### config.mk
export PLATFORM = sky130hd
export DESIGN_NAME = uart_tx_cfg
export DESIGN_NICKNAME = d
export VERILOG_FILES = /design/src/rtl/uart_pkg.sv /design/src/rtl/uart_tx_fifo.sv /design/src/rtl/uart_tx_cfg.sv
export SDC_FILE = /design/constraint.sdc
export NUM_CORES = 1
export LEC_CHECK = 0
export ABC_CLOCK_PERIOD_IN_PS = 2710
export CORE_ASPECT_RATIO = 1.1
export CORE_MARGIN = 5
export CORE_UTILIZATION = 50
export DETAILED_ROUTE_END_ITERATION = 10
export GPL_TIMING_DRIVEN = 0
export PLACE_DENSITY_LB_ADDON = 0.08
export REMOVE_ABC_BUFFERS = 1
export SLEW_MARGIN = 20
export SYNTH_ARGS = -nofsm -noshare
export SYNTH_HDL_FRONTEND = slang
export SYNTH_HIERARCHICAL = 1
export SYNTH_SLANG_ARGS = --single-unit
### constraint.sdc
create_clock -name clk -period 2.71 [get_ports clk]
set_input_delay 0.542 -clock clk [delete_from_list [all_inputs] [get_ports clk]]
set_output_delay 0.542 -clock clk [all_outputs]
set_load 0.005 [all_outputs]
### src/rtl/uart_pkg.sv
// uart_pkg: shared definitions for the UART transmitter.
//   tx_state_t   FSM state encoding (IDLE, START, DATA, PAR, STOP)
//   PAR_*        parity-mode constants for the PARITY parameter
//   baud_div()   clocks per line bit, integer division
package uart_pkg;

   typedef enum logic [2:0] {
      IDLE  = 3'd0,
      START = 3'd1,
      DATA  = 3'd2,
      PAR   = 3'd3,
      STOP  = 3'd4
   } tx_state_t;

   localparam int PAR_NONE = 0;
   localparam int PAR_EVEN = 1;
   localparam int PAR_ODD  = 2;

   function automatic int baud_div(input int clk_freq, input int bps);
      return clk_freq / bps;
   endfunction

endpackage

### src/rtl/uart_tx_fifo.sv
// uart_tx_fifo: synchronous FIFO buffering bytes ahead of the UART FSM.
// A push into a full FIFO is refused; a pop from an empty FIFO is ignored;
// push and pop in the same cycle are both honoured.
// Ports:
//   clk, rst      clock, synchronous active-high reset (clears pointers)
//   push, wdata   write request and data
//   pop           read request; rdata shows the head entry combinationally
//   full, empty   occupancy flags
module uart_tx_fifo #(
   parameter int WIDTH = 8,
   parameter int DEPTH = 4
) (
   input  logic             clk,
   input  logic             rst,
   input  logic             push,
   input  logic [WIDTH-1:0] wdata,
   input  logic             pop,
   output logic [WIDTH-1:0] rdata,
   output logic             full,
   output logic             empty
);

   localparam int AW = $clog2(DEPTH);

   // One extra pointer bit tells full from empty when the indices match.
   logic [AW:0]      wr_ptr;
   logic [AW:0]      rd_ptr;
   logic [WIDTH-1:0] mem [DEPTH];
   logic             do_push;
   logic             do_pop;

   assign empty   = (wr_ptr == rd_ptr);
   assign full    = (wr_ptr[AW] != rd_ptr[AW]) && (wr_ptr[AW-1:0] == rd_ptr[AW-1:0]);
   assign do_push = push && !full;
   assign do_pop  = pop && !empty;
   assign rdata   = mem[rd_ptr[AW-1:0]];

   always_ff @(posedge clk) begin
      if (rst) begin
         wr_ptr <= '0;
         rd_ptr <= '0;
      end else begin
         if (do_push) wr_ptr <= wr_ptr + (AW+1)'(1);
         if (do_pop)  rd_ptr <= rd_ptr + (AW+1)'(1);
      end
   end

   always_ff @(posedge clk) begin
      if (do_push) mem[wr_ptr[AW-1:0]] <= wdata;
   end

endmodule

### src/rtl/uart_tx_cfg.sv
// uart_tx_cfg: parameterised UART transmitter (DATA_BITS 5..8, none/even/odd
// parity, 1 or 2 stop bits), one line bit every CLK_FREQ/UART_BPS clocks.
// Build option: define UART_TX_FIFO_EN to place a FIFO_DEPTH-entry FIFO
// between the tx_valid/tx_ready handshake and the FSM.
// Ports:
//   clk, rst   clock, synchronous active-high reset
//   tx_data    payload, bits [DATA_BITS-1:0] used
//   tx_valid   tx_data valid this cycle
//   tx_ready   block accepts tx_data this cycle
//   tx_busy    frame in progress
//   tx_done    one-cycle pulse on the last cycle of the final stop bit
//   rs232_tx   registered serial line, idle high
//
// state | meaning
// IDLE  | line high, waiting for a byte
// START | start bit (low)
// DATA  | payload bits, LSB first
// PAR   | parity bit (skipped when PARITY == PAR_NONE)
// STOP  | STOP_BITS high bit periods, then back to IDLE
module uart_tx_cfg
   import uart_pkg::*;
#(
   parameter int UART_BPS   = 9600,
   parameter int CLK_FREQ   = 50_000_000,
   parameter int DATA_BITS  = 8,
   parameter int PARITY     = 0,
   parameter int STOP_BITS  = 1,
   parameter int FIFO_DEPTH = 4
) (
   input  logic       clk,
   input  logic       rst,
   input  logic [7:0] tx_data,
   input  logic       tx_valid,
   output logic       tx_ready,
   output logic       tx_busy,
   output logic       tx_done,
   output logic       rs232_tx
);

   localparam int BAUD_DIV = baud_div(CLK_FREQ, UART_BPS);
   localparam int CNT_W    = (BAUD_DIV > 2) ? $clog2(BAUD_DIV) : 1;

   localparam logic [CNT_W-1:0] BAUD_LAST = CNT_W'(BAUD_DIV - 1);
   localparam logic [CNT_W-1:0] BAUD_PRE  = CNT_W'(BAUD_DIV - 2);
   localparam logic [2:0]       DATA_LAST = 3'(DATA_BITS - 1);
   localparam logic             STOP_LAST = 1'(STOP_BITS - 1);
   localparam logic [7:0]       DATA_MASK = 8'((1 << DATA_BITS) - 1);

   if (BAUD_DIV < 2) begin : g_bad_baud
      $error("uart_tx_cfg: CLK_FREQ/UART_BPS must be at least 2");
   end
   if (DATA_BITS < 5 || DATA_BITS > 8) begin : g_bad_data
      $error("uart_tx_cfg: DATA_BITS must be 5..8");
   end
   if (PARITY < PAR_NONE || PARITY > PAR_ODD) begin : g_bad_par
      $error("uart_tx_cfg: PARITY must be 0, 1 or 2");
   end
   if (STOP_BITS < 1 || STOP_BITS > 2) begin : g_bad_stop
      $error("uart_tx_cfg: STOP_BITS must be 1 or 2");
   end
   if (FIFO_DEPTH < 2 || (FIFO_DEPTH & (FIFO_DEPTH - 1)) != 0) begin : g_bad_depth
      $error("uart_tx_cfg: FIFO_DEPTH must be a power of two, at least 2");
   end

   tx_state_t        state;
   logic [CNT_W-1:0] baud_cnt;
   logic [2:0]       bit_cnt;
   logic             stop_cnt;
   logic [7:0]       shift_q;
   logic             par_q;
   logic             line_q;
   logic             done_q;
   logic             baud_wrap;

   logic             start_req;
   logic [7:0]       start_data;

`ifdef UART_TX_FIFO_EN
   logic       fifo_full;
   logic       fifo_empty;
   logic [7:0] fifo_rdata;
   logic       fifo_push;
   logic       fifo_pop;

   assign tx_ready   = !fifo_full && !rst;
   assign fifo_push  = tx_valid && tx_ready;
   assign fifo_pop   = (state == IDLE) && !fifo_empty;
   assign start_req  = fifo_pop;
   assign start_data = fifo_rdata;

   uart_tx_fifo #(
      .WIDTH (8),
      .DEPTH (FIFO_DEPTH)
   ) u_fifo (
      .clk   (clk),
      .rst   (rst),
      .push  (fifo_push),
      .wdata (tx_data),
      .pop   (fifo_pop),
      .rdata (fifo_rdata),
      .full  (fifo_full),
      .empty (fifo_empty)
   );
`else
   assign tx_ready   = (state == IDLE) && !rst;
   assign start_req  = tx_valid && tx_ready;
   assign start_data = tx_data;
`endif

   assign baud_wrap = (baud_cnt == BAUD_LAST);
   assign tx_busy   = (state != IDLE);
   assign tx_done   = done_q;
   assign rs232_tx  = line_q;

   // line_q is loaded with the value of the next bit on the edge that
   // enters it, so the registered line lines up with the state.
   always_ff @(posedge clk) begin
      if (rst) begin
         state    <= IDLE;
         baud_cnt <= '0;
         bit_cnt  <= '0;
         stop_cnt <= 1'b0;
         shift_q  <= '0;
         par_q    <= 1'b0;
         line_q   <= 1'b1;
         done_q   <= 1'b0;
      end else begin
         done_q <= 1'b0;
         if (state != IDLE) begin
            baud_cnt <= baud_wrap ? '0 : baud_cnt + CNT_W'(1);
         end
         case (state)
            IDLE: begin
               line_q <= 1'b1;
               if (start_req) begin
                  state    <= START;
                  shift_q  <= start_data;
                  // Parity is fixed at capture; bits above DATA_BITS are masked.
                  par_q    <= (^(start_data & DATA_MASK)) ^ (PARITY == PAR_ODD);
                  bit_cnt  <= '0;
                  stop_cnt <= 1'b0;
                  line_q   <= 1'b0;
               end
            end
            START: begin
               if (baud_wrap) begin
                  state  <= DATA;
                  line_q <= shift_q[0];
               end
            end
            DATA: begin
               if (baud_wrap) begin
                  if (bit_cnt == DATA_LAST) begin
                     if (PARITY != PAR_NONE) begin
                        state  <= PAR;
                        line_q <= par_q;
                     end else begin
                        state  <= STOP;
                        line_q <= 1'b1;
                     end
                  end else begin
                     bit_cnt <= bit_cnt + 3'd1;
                     shift_q <= shift_q >> 1;
                     line_q  <= shift_q[1];
                  end
               end
            end
            PAR: begin
               if (baud_wrap) begin
                  state  <= STOP;
                  line_q <= 1'b1;
               end
            end
            STOP: begin
               line_q <= 1'b1;
               if (stop_cnt == STOP_LAST && baud_cnt == BAUD_PRE) done_q <= 1'b1;
               if (baud_wrap) begin
                  if (stop_cnt == STOP_LAST) state <= IDLE;
                  else stop_cnt <= 1'b1;
               end
            end
            default: begin
               state  <= IDLE;
               line_q <= 1'b1;
            end
         endcase
      end
   end

endmodule
==> impl_metrics.csv, run 1 <==
group,metric,value,unit
status,outcome,"finished, final reports clean",
cells_and_area,n_antenna_cell,0,
route,routed_wl,3130,um
clock_network,tritoncts,"done",
cells_and_area,syn_to_final_growth,14.7,%
power,peakVddDrop,0.415,mV
worst_setup_path,crit_type,"in2reg",
placement,hpwl,2220,um
route,viasPerCell,5.80,
cells_and_area,postLayoutCellArea,1730,um2
cells_and_area,nNetsFinal,193,
power,power,1.16,mW
floorplanning,die_y,67.6,um
min_path,hp-start,"shift_q[7]",
timing,fin_crit_sh,93.2,%
worst_setup_path,r2r_cells,4,
logic_synthesis,synth_seq_area_share,38.5,%
timing,worst_slew_pin_slew,0.969,ns
floorplanning,ios,15,
timing,maxSlewViolCount,0,
timing,post-route-min-period,2.53,ns
floorplanning,die_w,62.4,um
global_routing,grt_pass1_wl,5330,um
global_routing,grt.total_usage,16.0,%
min_path,min_path_cells,2,
logic_synthesis,syn_inst,165,
floorplanning,initial_core_util,50.8,%
logic_synthesis,synth_edf_count,0,
global_routing,grt_max_degree,24,
global_routing,grt_pass1_vias,1234,
job,drv_cap,0,
logic_synthesis,async_flop_share,0,%
timing,slew_headroom,34.6,%
cells_and_area,final_core_util,58.3,%
power,power_density,668,nW/um2
worst_setup_path,rr_endpoint,"state[2]",
timing,finalSetupViolations,0,
clock_network,h-tree-depth,2,
global_routing,gr-total-overflow,0,
cells_and_area,mostFrequentLayoutCells,"28 x dfxtp_1, 21 x nor2_1, 14 x clkdlybuf4s50_1",
cells_and_area,final_common_cell,"dfxtp_1",
logic_synthesis,ys_ff_latch,29,
worst_setup_path,reg2reg_from,"baud_cnt[8]",
worst_setup_path,crit_required,2.94,ns
timing,finClkSkew,0.0128,ns
clock_network,clock_path_buffers,2,
timing,fmaxAchievable,396,MHz
worst_setup_path,rrSetupSlack,0.58,ns
cells_and_area,drive_gt1_share,11.7,%
floorplanning,dieArea,4220,um2
route,vias,1235,
route,ant_nets,0,
worst_setup_path,path_max_fanout,15,
worst_setup_path,cp-start-kind,"input pin",
worst_setup_path,cp-end-kind,"flop",
power,p_leak,0.594,nW
timing,hold_viol,0,
clock_network,cts_root_buffer,"clkbuf_4",
clock_network,clkLatencyLatePin,0.33,ns
floorplanning,core,2970,um2
logic_synthesis,yosys_most_used_dff,"dfxtp_1",
cells_and_area,finalNonFillerCells,213,
clock_network,numClockSinks,29,
timing,holdWs,0.468,ns
logic_synthesis,ys_warn_count,6,
logic_synthesis,syn-cell-area,1510,um2
global_routing,grt_antenna_before_repair,0,
clock_network,clk_pin_slew_worst_paths,0.10,ns
placement,gp_congestion,0.778,
clock_network,cts_setup_buffers,0,
min_path,holdPathEnd,"shift_q[7]",
placement,port_buffers,14,
route,drt_first_pass_iters,4,
worst_setup_path,crit_arrival,2.76,ns
placement,placed_cell_area,1660,um2
placement,placed_cells,205,
floorplanning,num_rows,21,
route,first_iter_violations,67,
timing,rsz0062_at_grt,"no",
route,route.detailed.drc,0,
logic_synthesis,syn-mean-instance-area,9.15,um2
min_path,min_path_type,"reg2reg",
clock_network,cts_made_buffers,5,
logic_synthesis,synth_cell_types,42,
route,post_drt_wl_per_cell,14.7,um
==> per-stage QoR <==
step,TNS (ns),worst slack (ns)
6_report,0,0.184
5_1_grt,0,0.0162
4_1_cts,0,0.0749
3_5_place_dp,-1.68,-0.228
3_3_place_gp,-1.87,-0.205
2_1_floorplan,0,0.353
==> synth_stat cells (2+ instances only) <==
master	number	share of area, %
a2111oi_1	6	4.0
nor2_1	21	5.2
nor3_1	6	2.0
o21ai_0	4	1.3
nor4_1	3	1.2
xnor2_1	10	5.8
xor2_1	3	1.7
mux2i_1	12	8.0
nand2b_1	2	0.83
nand2_1	9	2.2
nand3_1	5	1.7
nand3b_1	3	1.5
a21o_2	2	1.2
ha_1	4	3.3
inv_1	4	0.99
a31o_2	2	1.2
buf_2	3	0.99
a211oi_1	2	0.99
a31o_1	6	3.5
nand4_1	4	1.7
clkbuf_1	4	0.99
dfxtp_1	29	38
a22oi_1	2	0.99
==> critical path, cell delays in order <==
cell and delay, ns:
clkdlybuf4s50_1 0.70, or3b_2 0.59, a211o_1 0.39, a21o_2 0.29, a31o_2 0.25
==> routing by layer <==
layer  vias to the layer above  GRT usage (%)  share of wire [%]
met5                         -              0                  0
met1                       586           16.4                 43
met2                        19           30.1                 52
li1                        624              -                  -
met3                         6           5.32                3.9
met4                         0           6.37                1.6
==> worst max-delay path by stage <==
stage | start | endpoint | slack, ns | cells after the start
floorplan | state[1] | shift_q[0] | 0.35 | 4
global placement | rst | bit_cnt[0] | -0.20 | 5
detailed placement | rst | bit_cnt[1] | -0.23 | 5
CTS | state[1] | tx_ready | 0.07 | 4
global route | rst | shift_q[3] | 0.02 | 5
finish | rst | shift_q[0] | 0.18 | 5
==> cell families after synthesis <==
kind of cell	count (synthesis)	share of synthesized area [%]
AO/OA/AOI/OAI	30	16.3
XOR/XNOR	13	7.55
adder cells (fa/ha/maj)	4	3.32
buffers and inverters	14	4.23
flip-flops	29	38.5
multiplexers	12	7.96
AND/OR/NAND/NOR	63	22.1
==> flip-flops by register name, summed over array words and instances (netlist names) <==
register / count
baud_cnt: 13
bit_cnt: 3
rs232_tx: 1
shift_q: 8
state: 3
tx_done: 1
==> final cells by class <==
type                       instances  area, um2
sequential                        29        582
multi-input combinational        122        885
inverter                           5       18.8
clock buffer                       5       37.5
tap                               34       42.5
clock inverter                     3       17.5
timing repair buffer              15        148
fill                             295       1240
==> where the power goes <==
group | switching [mW] | internal, mW
clock | 0.161 | 0.0976
sequential | 0.0687 | 0.476
combinational | 0.169 | 0.183
total | 0.399 | 0.756
==> timing repair <==
item                                    CTS  global route
resized for setup                         1             3
endpoints found under the setup margin    2             5
cloned                                    0             0
hold buffers                              0             0
No activity file was read; power rests on OpenSTA's default activity.
==> run 2: changes to the inputs <==
CORE_ASPECT_RATIO = not set   (was 1.1)
CORE_UTILIZATION = 45   (was 50)
==> run 2 against run 1 <==
Effect of this change: via count grew 0.81%; utilization shrank 3.8 points; wire length shrank 2.1%; critical path depth is the same; power grew 16%; clock skew is essentially flat; critical path type unchanged; critical endpoint is now bit_cnt[1]; largest cell class unchanged; largest power group unchanged.
==> impl_metrics.csv, run 2 (synthesized netlist as in run 1, its figures left out) <==
group,metric,value,unit
floorplanning,core,3280,um2
timing,maxSlewViolCount,0,
cells_and_area,largestRegisters,"baud_cnt: 13 flops, shift_q: 8 flops",
timing,post-route-min-period,2.65,ns
clock_network,cts_root_buffer,"clkbuf_4",
global_routing,grt_pass1_vias,1238,
floorplanning,ios,15,
route,vias,1245,
power,power_density,750,nW/um2
cells_and_area,seqCellArea,582,um2
cells_and_area,n_fill_cell,321,
clock_network,clock_path_buffers,2,
timing,worst_slew_pin_slew,0.854,ns
worst_setup_path,crit_type,"in2reg",
min_path,min_path_type,"reg2reg",
clock_network,tritoncts,"done",
cells_and_area,mostFrequentLayoutCells,"28 x dfxtp_1, 21 x nor2_1, 14 x clkdlybuf4s50_1",
global_routing,grt_max_degree,24,
route,ant_nets,0,
job,drv_cap,0,
floorplanning,initial_core_util,45.9,%
cells_and_area,largest_reg_flops,13,
placement,place_ws,-0.263,ns
cells_and_area,nNetsFinal,193,
timing,finalSetupViolations,0,
clock_network,clkLatencyLatePin,0.33,ns
placement,port_buffers,14,
timing,slew_headroom,42.3,%
global_routing,gr-total-overflow,0,
global_routing,grt_pass1_wl,5470,um
timing,holdWs,0.474,ns
timing,fin_setup_tns,0,ns
floorplanning,die_y,67.9,um
power,peakVddDrop,0.462,mV
worst_setup_path,crit_required,2.96,ns
worst_setup_path,cp-end-kind,"flop",
cells_and_area,n_antenna_cell,0,
placement,hpwl,2130,um
route,route.detailed.drc,0,
timing,hold_viol,0,
worst_setup_path,path_max_fanout,15,
power,p_leak,0.619,nW
floorplanning,dieArea,4610,um2
placement,gp_congestion,0.773,
route,routed_wl,3070,um
cells_and_area,top_register,"baud_cnt",
cells_and_area,drive_gt1_share,11.2,%
global_routing,grt_antenna_before_repair,0,
route,drt_first_pass_iters,4,
route,viasPerCell,5.53,
timing,fmaxAchievable,377,MHz
placement,placed_cell_area,1670,um2
clock_network,cts_made_buffers,5,
worst_setup_path,cp-start-kind,"input pin",
floorplanning,die_w,67.9,um
clock_network,clk_pin_slew_worst_paths,0.09,ns
status,outcome,"finished, final reports clean",
route,post_drt_wl_per_cell,13.6,um
global_routing,grt.total_usage,16.0,%
cells_and_area,syn_to_final_growth,18.6,%
cells_and_area,finalNonFillerCells,225,
clock_network,h-tree-depth,2,
timing,finClkSkew,0.0130,ns
cells_and_area,multi_input_area,881,um2
worst_setup_path,crit_arrival,2.90,ns
timing,timing.final.ws_setup,0.0570,ns
clock_network,numClockSinks,29,
cells_and_area,postLayoutCellArea,1790,um2
floorplanning,num_rows,21,
timing,fin_crit_sh,97.9,%
cells_and_area,final_common_cell,"dfxtp_1",
clock_network,cts_setup_buffers,0,
timing,rsz0062_at_grt,"no",
placement,placed_cells,217,
route,first_iter_violations,121,
==> run 2: worst paths after layout <==
path                from  cells past startpoint         end  slack, ns
min           bit_cnt[2]                      2  bit_cnt[2]       0.47
max                  rst                      5  bit_cnt[1]       0.06
max reg2reg  baud_cnt[8]                      4  bit_cnt[1]       0.57
min reg2reg   bit_cnt[2]                      2  bit_cnt[2]       0.47
==> run 2: layout make-up <==
class	count	share of cell area, %
repair buffers	15	8.25
clock buffers	5	2.10
clock inverters	3	3.64
multi-input cells	122	49.2
well taps	46	3.22
flip-flops and latches	29	32.5
inverters	5	1.05
==> run 2: metrics by stage <==
stage                     total power [mW]  utilization [%]
after CTS                             1.35             54.2
after global routing                  1.43             54.5
final                                 1.34             54.5
after floorplan                      0.769                -
after global placement               0.880             50.6
after detailed placement             0.893             51.0
==> run 2: critical path, cell delays in order <==
cell and delay [ns]:
clkdlybuf4s50_1 0.72, or3b_2 0.60, a211o_1 0.39, a21oi_1 0.40, mux2i_1 0.25
==> run 2: layer usage <==
metal | wire (um) | GRT usage, % | up-vias | share of wire (%)
met5 | 0 | 0 | - | 0
met3 | 128 | 5.42 | 2 | 4.2
li1 | - | - | 632 | -
met4 | 31 | 6.70 | 0 | 1.0
met1 | 1490 | 19.6 | 589 | 49
met2 | 1410 | 25.4 | 22 | 46
==> run 2: report_power, final <==
group          leakage [nW]  switching [mW]  internal, mW
sequential            0.236          0.0706         0.476
combinational         0.328           0.167         0.182
clock                0.0552           0.161         0.286
total                 0.619           0.399         0.943
==> run 2: repair_timing <==
item	CTS	global route
endpoints found under the setup margin	1	2
gates resized for setup	1	2
hold buffers	0	0
